### src/rtl/tsp_pkg.sv
// Shared definitions for the TS output path: packet size, arbiter state
// encoding and a constant-width helper.
package tsp_pkg;

  localparam int PACK_BYTE_SIZE = 188;

  typedef enum logic {
    HUNT   = 1'b0,
    LOCKED = 1'b1
  } state_e;

  // Smallest width able to hold values 0..value-1.
  function automatic int clog2(input int value);
    int result;
    result = 0;
    while ((1 << result) < value) result++;
    return result;
  endfunction

endpackage

### src/rtl/tsp_prio_pick.sv
// Combinational highest-index-set selector; returns 0 when no request is set.
module tsp_prio_pick #(
  parameter int NUM_CH = 18,
  parameter int IDX_W  = 5
) (
  input  logic [NUM_CH-1:0] req,
  output logic [IDX_W-1:0]  index
);

  // NOTE: every always_comb output gets a default first so no path leaves it
  // unassigned, which would otherwise infer a latch.
  always_comb begin
    index = '0;
    for (int k = 0; k < NUM_CH; k++) begin
      if (req[k]) index = IDX_W'(k);
    end
  end

endmodule

### src/rtl/tsp_out_arbiter.sv
// Packet-boundary scheduler sharing ts_out between the base stream (ch 0)
// and the replacer channels; ownership changes only at a channel-0 sync.
module tsp_out_arbiter #(
  parameter int NUM_CH         = 18,
  parameter int PACK_BYTE_SIZE = tsp_pkg::PACK_BYTE_SIZE,
  parameter int IDX_W          = 5,
  parameter int CNT_WIDTH      = 32
) (
  input  logic                  clk,
  input  logic                  rst_n,
  input  logic [NUM_CH-1:0]     ch_matched,
  input  logic [NUM_CH-1:0]     ch_valid,
  input  logic [NUM_CH-1:0]     ch_sync,
  input  logic [NUM_CH*8-1:0]   ch_data,
  input  logic                  clear_counters,
  output logic                  ts_out_valid,
  output logic                  ts_out_sync,
  output logic [7:0]            ts_out,
  output logic [IDX_W-1:0]      grant_index,
  output logic                  grant_locked,
  output logic [CNT_WIDTH-1:0]  packet_count,
  output logic [CNT_WIDTH-1:0]  short_packet_count,
  output logic [CNT_WIDTH-1:0]  long_packet_count
);
  import tsp_pkg::*;

  localparam int              BC_W = clog2(PACK_BYTE_SIZE + 1);
  localparam logic [BC_W-1:0] FULL = BC_W'(PACK_BYTE_SIZE);

  state_e            state, state_nxt;
  logic [BC_W-1:0]   byte_cnt, byte_cnt_nxt;
  logic [IDX_W-1:0]  grant_nxt, winner, sel;
  logic [NUM_CH-1:0] pick_req;
  logic              sync_evt, fwd, inc_pkt, inc_short, inc_long;
  logic [7:0]        sel_data;
  logic              sel_valid, sel_sync;

  // Channel 0 always loses to any matched replacer, so it never enters the pick.
  assign pick_req = ch_matched & ~{{(NUM_CH-1){1'b0}}, 1'b1};

  tsp_prio_pick #(.NUM_CH(NUM_CH), .IDX_W(IDX_W)) u_pick (
    .req   (pick_req),
    .index (winner)
  );

  assign sync_evt     = ch_valid[0] & ch_sync[0];
  assign sel          = sync_evt ? winner : grant_index;
  assign grant_locked = (state == LOCKED);

  always_comb begin
    sel_data  = '0;
    sel_valid = 1'b0;
    sel_sync  = 1'b0;
    for (int k = 0; k < NUM_CH; k++) begin
      if (sel == IDX_W'(k)) begin
        sel_data  = ch_data[8*k +: 8];
        sel_valid = ch_valid[k];
        sel_sync  = ch_sync[k];
      end
    end
  end

  always_comb begin
    state_nxt    = state;
    grant_nxt    = grant_index;
    byte_cnt_nxt = byte_cnt;
    fwd          = 1'b0;
    inc_pkt      = 1'b0;
    inc_short    = 1'b0;
    inc_long     = 1'b0;
    case (state)
      HUNT: begin
        if (sync_evt) begin
          state_nxt    = LOCKED;
          grant_nxt    = winner;
          byte_cnt_nxt = BC_W'(1);
          fwd          = 1'b1;
        end
      end
      LOCKED: begin
        if (sync_evt) begin
          inc_pkt      = (byte_cnt == FULL);
          inc_short    = (byte_cnt != FULL);
          grant_nxt    = winner;
          byte_cnt_nxt = BC_W'(1);
          fwd          = 1'b1;
        end else if (ch_valid[0]) begin
          if (byte_cnt == FULL) begin
            // A full packet with no following sync: keep it, then drop sync.
            inc_pkt   = 1'b1;
            inc_long  = 1'b1;
            state_nxt = HUNT;
          end else begin
            byte_cnt_nxt = byte_cnt + BC_W'(1);
            fwd          = 1'b1;
          end
        end
      end
      default: state_nxt = HUNT;
    endcase
  end

  // NOTE: sequential state uses non-blocking assignments so every register
  // samples the pre-edge values regardless of statement order.
  always_ff @(posedge clk or negedge rst_n) begin
    if (!rst_n) begin
      state        <= HUNT;
      byte_cnt     <= '0;
      grant_index  <= '0;
      ts_out_valid <= 1'b0;
      ts_out_sync  <= 1'b0;
      ts_out       <= '0;
    end else begin
      state        <= state_nxt;
      byte_cnt     <= byte_cnt_nxt;
      grant_index  <= grant_nxt;
      ts_out_valid <= fwd & sel_valid;
      ts_out_sync  <= fwd & sel_sync;
      ts_out       <= fwd ? sel_data : 8'h00;
    end
  end

  // Saturating statistics; a clear in the same cycle wins over an increment.
  always_ff @(posedge clk or negedge rst_n) begin
    if (!rst_n) begin
      packet_count       <= '0;
      short_packet_count <= '0;
      long_packet_count  <= '0;
    end else if (clear_counters) begin
      packet_count       <= '0;
      short_packet_count <= '0;
      long_packet_count  <= '0;
    end else begin
      if (inc_pkt && packet_count != '1)
        packet_count <= packet_count + CNT_WIDTH'(1);
      if (inc_short && short_packet_count != '1)
        short_packet_count <= short_packet_count + CNT_WIDTH'(1);
      if (inc_long && long_packet_count != '1)
        long_packet_count <= long_packet_count + CNT_WIDTH'(1);
    end
  end

endmodule

### config.mk
export PLATFORM = sky130hd
export DESIGN_NAME = tsp_out_arbiter
export DESIGN_NICKNAME = d
export VERILOG_FILES = /design/src/rtl/tsp_pkg.sv /design/src/rtl/tsp_prio_pick.sv /design/src/rtl/tsp_out_arbiter.sv
export SDC_FILE = /design/constraint.sdc
export NUM_CORES = 1
export LEC_CHECK = 0
export BUFFER_PORTS_ARGS = -buffer_cell sky130_fd_sc_hd__buf_2
export CAP_MARGIN = 20
export CORE_ASPECT_RATIO = 0.7
export CORE_MARGIN = 2
export CORE_UTILIZATION = 30
export DETAILED_ROUTE_END_ITERATION = 6
export HOLD_SLACK_MARGIN = 0.06
export MAX_ROUTING_LAYER = met4
export SKIP_LAST_GASP = 1
export SYNTH_ARGS = -nofsm -noshare
export SYNTH_HDL_FRONTEND = slang
export SYNTH_SLANG_ARGS = --single-unit
### constraint.sdc
create_clock -name clk -period 3.08 [get_ports clk]
set_clock_uncertainty 0.05 [all_clocks]
set_input_delay 0.616 -clock clk [delete_from_list [all_inputs] [get_ports clk]]
set_output_delay 0.616 -clock clk [all_outputs]
set_load 0.01 [all_outputs]
======== Yosys cells after proc, flatten, opt, wreduce, memory -nomap -nowiden ========
Cells that the tools add are included.
word-level totals
  word-level logic and storage cells ...... 150
  bits in registers ....................... 120
  memories ................................ 0
  memory bits (read-only) ................. 0
  bits in latches ......................... 0
  bits in writable memories ............... 0
cells by class
  reduce and logical (&&, ||, !) cells .... 8
  shifts and indexed selects .............. 0
  multiply operators ...................... 0
  $lt $le $gt $ge ......................... 0
  divide/modulo/power cells ............... 0
  bitwise operators ....................... 4
  add/sub/neg operators ................... 4
  equality and inequality tests ........... 25
  muxes and demuxes ....................... 100
operators by type and width
  operator               count
  $mux 32                6
  $mux 8                 23
  $add 32x1->32 const B  3
  $ne 32x32->1 const B   3
  $mux 1                 51
  $eq 5x4->1 const B     8
  $mux 4                 8
  $eq 5x3->1 const B     4
  $pmux 8 s2             1
  $mux 5                 3
  $mux 3                 4
  $eq 5x2->1 const B     2
  $eq 5x5->1 const B     2
  $add 8x1->8 const B    1
  $eq 8x8->1 const B     1
  $ne 8x8->1 const B     1
  $reduce_bool 2->1      3
  $eq 5x1->1 const B     1
  $logic_not 5->1        1
  $mux 2                 2
  $pmux 1 s2             2
  $and 1x1->1            3
  $logic_and 1x1->1      3
  $ne 3x2->1 const B     1
  4 further kinds        4

======== Longest topological paths before layout ========
  word-level depth ........................ 38
  mapped depth ............................ 12
  mapped depth without buffers ............ 10

======== Cells and area by module ========
From an unflattened synthesis, not the netlist that was laid out.
second synthesis, totals
  cell total of the unflattened synthesis .. 989
  area, all modules ....................... 8246.7 sq um
by module, submodules not included
  module           cells an instance  instances  area each (sq um)
  tsp_out_arbiter  961                1          8082.8
  tsp_prio_pick    28                 1          163.9

======== Least setup slack after synthesis ========
OpenSTA, ideal clock, no wires.
  path kind ............................... input-to-reg
  start point ............................. input ch_matched[12]
  end point ............................... register ts_out[2]
  arrival ................................. 2.377 ns
  library setup time ...................... 0.133 ns
  stages .................................. 10
  path slack .............................. 0.519 ns
  path through ............................ or4_1 > buf_2 > a21oi_2 > o21a_2 > inv_2 > buf_2 > a211oi_2 > o221ai_1 > a311oi_1 > o32ai_1
between the ends
  longest elaborated chain between the ends .. 27
  elaborated cells between the ends (all ways) .. 44
  classes of those cells .................. eq/ne (17); mux (26); reduce/logical (1)
RTL lines
  item                     RTL line                RTL
  start: declaration       tsp_out_arbiter.sv:11   input logic [NUM_CH-1:0] ch_matched,
  $mux 4 (*) (4 in a row)  tsp_prio_pick.sv:15     if (req[k]) index = IDX_W'(k);
  $mux 5 (*) (2 in a row)  tsp_prio_pick.sv:15
  $mux 5 (*)               n/a
  via grant_nxt[2]         tsp_out_arbiter.sv:32   logic [IDX_W-1:0] grant_nxt, winner, sel;
  $logic_not 5->1          tsp_out_arbiter.sv:55   if (sel == IDX_W'(k)) begin
  $mux 8 (17 in a row)     tsp_out_arbiter.sv:55
  $mux 8 (*)               tsp_out_arbiter.sv:55
  $mux 8 (*)               tsp_out_arbiter.sv:119  ts_out <= fwd ? sel_data : 8'h00;
  end signal: assignment   tsp_out_arbiter.sv:119
  end: declaration         tsp_out_arbiter.sv:18   output logic [7:0] ts_out,
The timed path passes the listed nets; every way through them passes the cells marked *.
A chain may end at the register's enable or synchronous reset.

======== Final worst setup path ========
  start point ............................. register byte_cnt[0]
  end point ............................... register long_packet_count[17]
between the ends
  longest elaborated chain between the ends .. 7
RTL lines
  item                                RTL line                RTL
  start: declaration                  tsp_out_arbiter.sv:31   logic [BC_W-1:0] byte_cnt, byte_cnt_nxt;
  start signal: assignment            tsp_out_arbiter.sv:115  byte_cnt <= byte_cnt_nxt;
  $eq 8x8->1                          tsp_out_arbiter.sv:88   if (byte_cnt == FULL) begin
  $mux 1                              tsp_out_arbiter.sv:88
  $mux 1                              tsp_out_arbiter.sv:87   end else if (ch_valid[0]) begin
  $mux 1                              tsp_out_arbiter.sv:81   if (sync_evt) begin
  $mux 1                              tsp_out_arbiter.sv:71   case (state)
  $logic_and 1x1->1                   tsp_out_arbiter.sv:138  if (inc_long && long_packet_count != '1)
  $reduce_bool 2->1 (no source line)  n/a
  end signal: assignment              tsp_out_arbiter.sv:139  long_packet_count <= long_packet_count + CNT_WIDTH'(1);
  end: declaration                    tsp_out_arbiter.sv:23   output logic [CNT_WIDTH-1:0] long_packet_count
No other way between the ends.

==> flow_summary_export.csv <==
group,metric,value,unit
clocking,cts_max_level,4,
clocking,clk_latency,410,ps
sta,hold_ws,167,ps
sta,slew_headroom,60.0,%
sta,setup_viol,0,
yosys,ys_warn_count,0,
setup_path,crit_type,"reg2reg",
yosys,synth_edf_count,0,
setup_path,crit_path_end_kind,"flop",
cells_and_area,stdcell_count,1644,
floorplan,initial_core_util,30.8,%
setup_path,critPathSlowestCell,"and3_1",
yosys,syn_nets,1135,
setup_path,cp_max_fo,9,
grt,antenna_found_initial,0,
setup_path,rr_worst_depth,10,
routing,wl,29.5,mm
yosys,ys_seq_elements,120,
power,p_leak,5.14,nW
floorplan,coreArea,0.0259,mm2
setup_path,r2r_start,"byte_cnt[0]$_DFFE_PN0P_",
setup_path,crit_required,3320,ps
sta,period_share,89.4,%
sta,worst_pin_slew,600,ps
yosys,ys_types,89,
clocking,cts_hold_buf,0,
setup_path,cp.arrival,2990,ps
setup_path,crit_family,"simple AND/OR/NAND/NOR gates",
placed_design,placed_cells,1611,
clocking,post-cts-setup-buffers,0,
placed_design,gp_congestion,0.919,
cells_and_area,layout.nets,1479,
clocking,cts_made_buffers,17,
yosys,syn_inst,929,
yosys,syn_area,0.00800,mm2
clocking,cts_tree,"done",
floorplan,rows,49,
floorplan,ios,313,
setup_path,reg2reg_to,"long_packet_count[17]$_DFFE_PN0P_",
routing,drt_iter0_drc,722,
sta,max_freq,363,MHz
routing,wire_per_inst,17.9,um
sta,rsz0062_at_grt,"false",
clocking,cts_num_sinks,120,
worst_hold_path,hp-class,"in2async",
setup_path,r2r_setup_slack,330,ps
yosys,ys.flop_type,"dfrtp_1",
cells_and_area,final_cell_mix,"buf_2 (310), nor2_1 (123), dfrtp_1 (120)",
setup_path,start_kind,"flop",
routing,drt-pass1-iter-count,5,
run_status,status,"completed",
cells_and_area,syn_to_final_growth,36.6,%
placed_design,hpwlAfterDp,23.1,mm
clocking,clk_pin_slew_worst_paths,60,ps
power,powerDensity,436,mW/mm2
yosys,seq_area_frac_synth,37.5,%
setup_path,worstPathCellList,"inv_1 > ha_1 > nand3b_1 > nor3_1 > nand2_1 > a41oi_4 > and3_1 > and3_4 > xnor2_1 > nor2_1",
setup_path,max_stage_delay,470,ps
yosys,async_flop_share,100,%
routing,vias,8420,
setup_path,setup.worst_path.end,"long_packet_count[17]$_DFFE_PN0P_",
placed_design,io_buffers,311,
routing,drc,0,
setup_path,startpoint,"byte_cnt[0]$_DFFE_PN0P_",
sta,hold_viol,0,
grt,grt_pass1_vias,8010,
cells_and_area,final_common_cell,"buf_2",
clocking,cts_root_buf,"clkbuf_16",
clocking,cts_resized,0,
sta,post-route-min-period,2750,ps
setup_path,critPathBufInv,1,
floorplan,dieArea,0.0280,mm2
floorplan,die_h,141,um
run,maxCapViolCount,0,
yosys,syn_avg_cell_area,8.61,um2
grt,grt_pass1_wl,45.1,mm
clocking,cts_buffer_depth,2,
setup_path,cp_num_cells,10,
routing,vias_per_cell,5.12,
grt,grt_overflow,0,
sta,maxSlewViolCount,0,
grt,grt_max_degree,69,
floorplan,fp.dieW,199,um
grt,grt_usage,21.4,%
routing,ant_nets,0,
power,ir_drop,0.264,mV
cells_and_area,drive_above_1_share,34.8,%
-- metal layers --
layer | routed length (um) | vias up | track usage, %
met5 | 0 | - | -
met4 | 518 | 0 | 5.34
met3 | 2360 | 38 | 5.41
met2 | 12400 | 301 | 28.5
met1 | 14100 | 4016 | 31.9
li1 | - | 4065 | -
-- cell usage after synthesis, types with 9 or more instances --
| master | instances | area [um2] |
|---|---|---|
| a211oi_1 | 10 | 75.1 |
| a21oi_1 | 37 | 185 |
| a32oi_1 | 9 | 78.8 |
| and2_1 | 12 | 75.1 |
| and3_1 | 19 | 119 |
| and4_1 | 12 | 105 |
| buf_2 | 20 | 100 |
| buf_4 | 9 | 67.6 |
| clkbuf_1 | 18 | 67.6 |
| dfrtp_1 | 120 | 3000 |
| inv_1 | 18 | 67.6 |
| mux2i_1 | 19 | 190 |
| nand2_1 | 108 | 405 |
| nand3_1 | 55 | 275 |
| nand4_1 | 23 | 144 |
| nor2_1 | 123 | 462 |
| nor3_1 | 25 | 125 |
| o21ai_0 | 36 | 180 |
| or3_1 | 12 | 75.1 |
| xnor2_1 | 32 | 280 |
| xor2_1 | 56 | 490 |
-- worst min-delay path by stage --
stage	from	endpoint	slack (ps)	cells after the start
floorplan	rst_n	byte_cnt[0]$_DFFE_PN0P_	270	0
global placement	byte_cnt[0]$_DFFE_PN0P_	byte_cnt[0]$_DFFE_PN0P_	450	1
detailed placement	byte_cnt[0]$_DFFE_PN0P_	byte_cnt[0]$_DFFE_PN0P_	460	1
CTS	rst_n	short_packet_count[5]$_DFFE_PN0P_	170	1
global route	rst_n	short_packet_count[7]$_DFFE_PN0P_	200	1
finish	rst_n	short_packet_count[5]$_DFFE_PN0P_	170	1
-- through the flow --
stage	utilization [%]	setup WS [ps]	TNS (ps)	instance area, um2	power, mW
after floorplan	-	519	0	8000	2.15
after global placement	39.7	4.96	0	10300	2.64
after detailed placement	39.7	-5.89	-5.89	10300	2.64
after CTS	42.1	242	0	10900	4.82
after global routing	42.1	46.5	0	10900	4.99
final	42.1	327	0	10900	4.76
-- kinds of logic after synthesis --
kind of cell | Yosys count | synth area share (%)
compound gates | 187 | 17.0
xor+xnor | 88 | 9.64
fa+ha+maj | 5 | 0.782
buf+inv | 73 | 4.55
flops | 120 | 37.5
mux | 26 | 3.36
simple gates | 430 | 27.2
-- worst reg2reg max path, stage by stage, from the launching register on --
cell	delay [ps]
dfrtp_1	410
inv_1	90
ha_1	150
nand3b_1	110
nor3_1	370
nand2_1	230
a41oi_4	340
and3_1	470
and3_4	250
xnor2_1	110
nor2_1	50
-- area by class of cell --
cell class,instances,area [um2]
multi-input combinational,736,4630
fill,2649,15000
inverter,21,80.1
antenna,1,2.50
clock inverter,11,171
sequential,120,3000
clock buffer,21,460
timing repair buffer,377,2130
tap,357,447
-- registers in the layout (all words and copies together) (netlist names) --
register and flops:
grant_index 5, packet_count 32, ts_out_sync 1, grant_locked 1, ts_out 8, ts_out_valid 1, byte_cnt 8, short_packet_count 32
long_packet_count 32
-- power breakdown --
group | switching, mW | internal, mW | leakage, nW
clock network | 0.745 | 1.40 | 0.303
logic | 0.562 | 0.405 | 3.20
registers | 0.0322 | 1.62 | 1.64
Power figures use the tool's default switching activity.
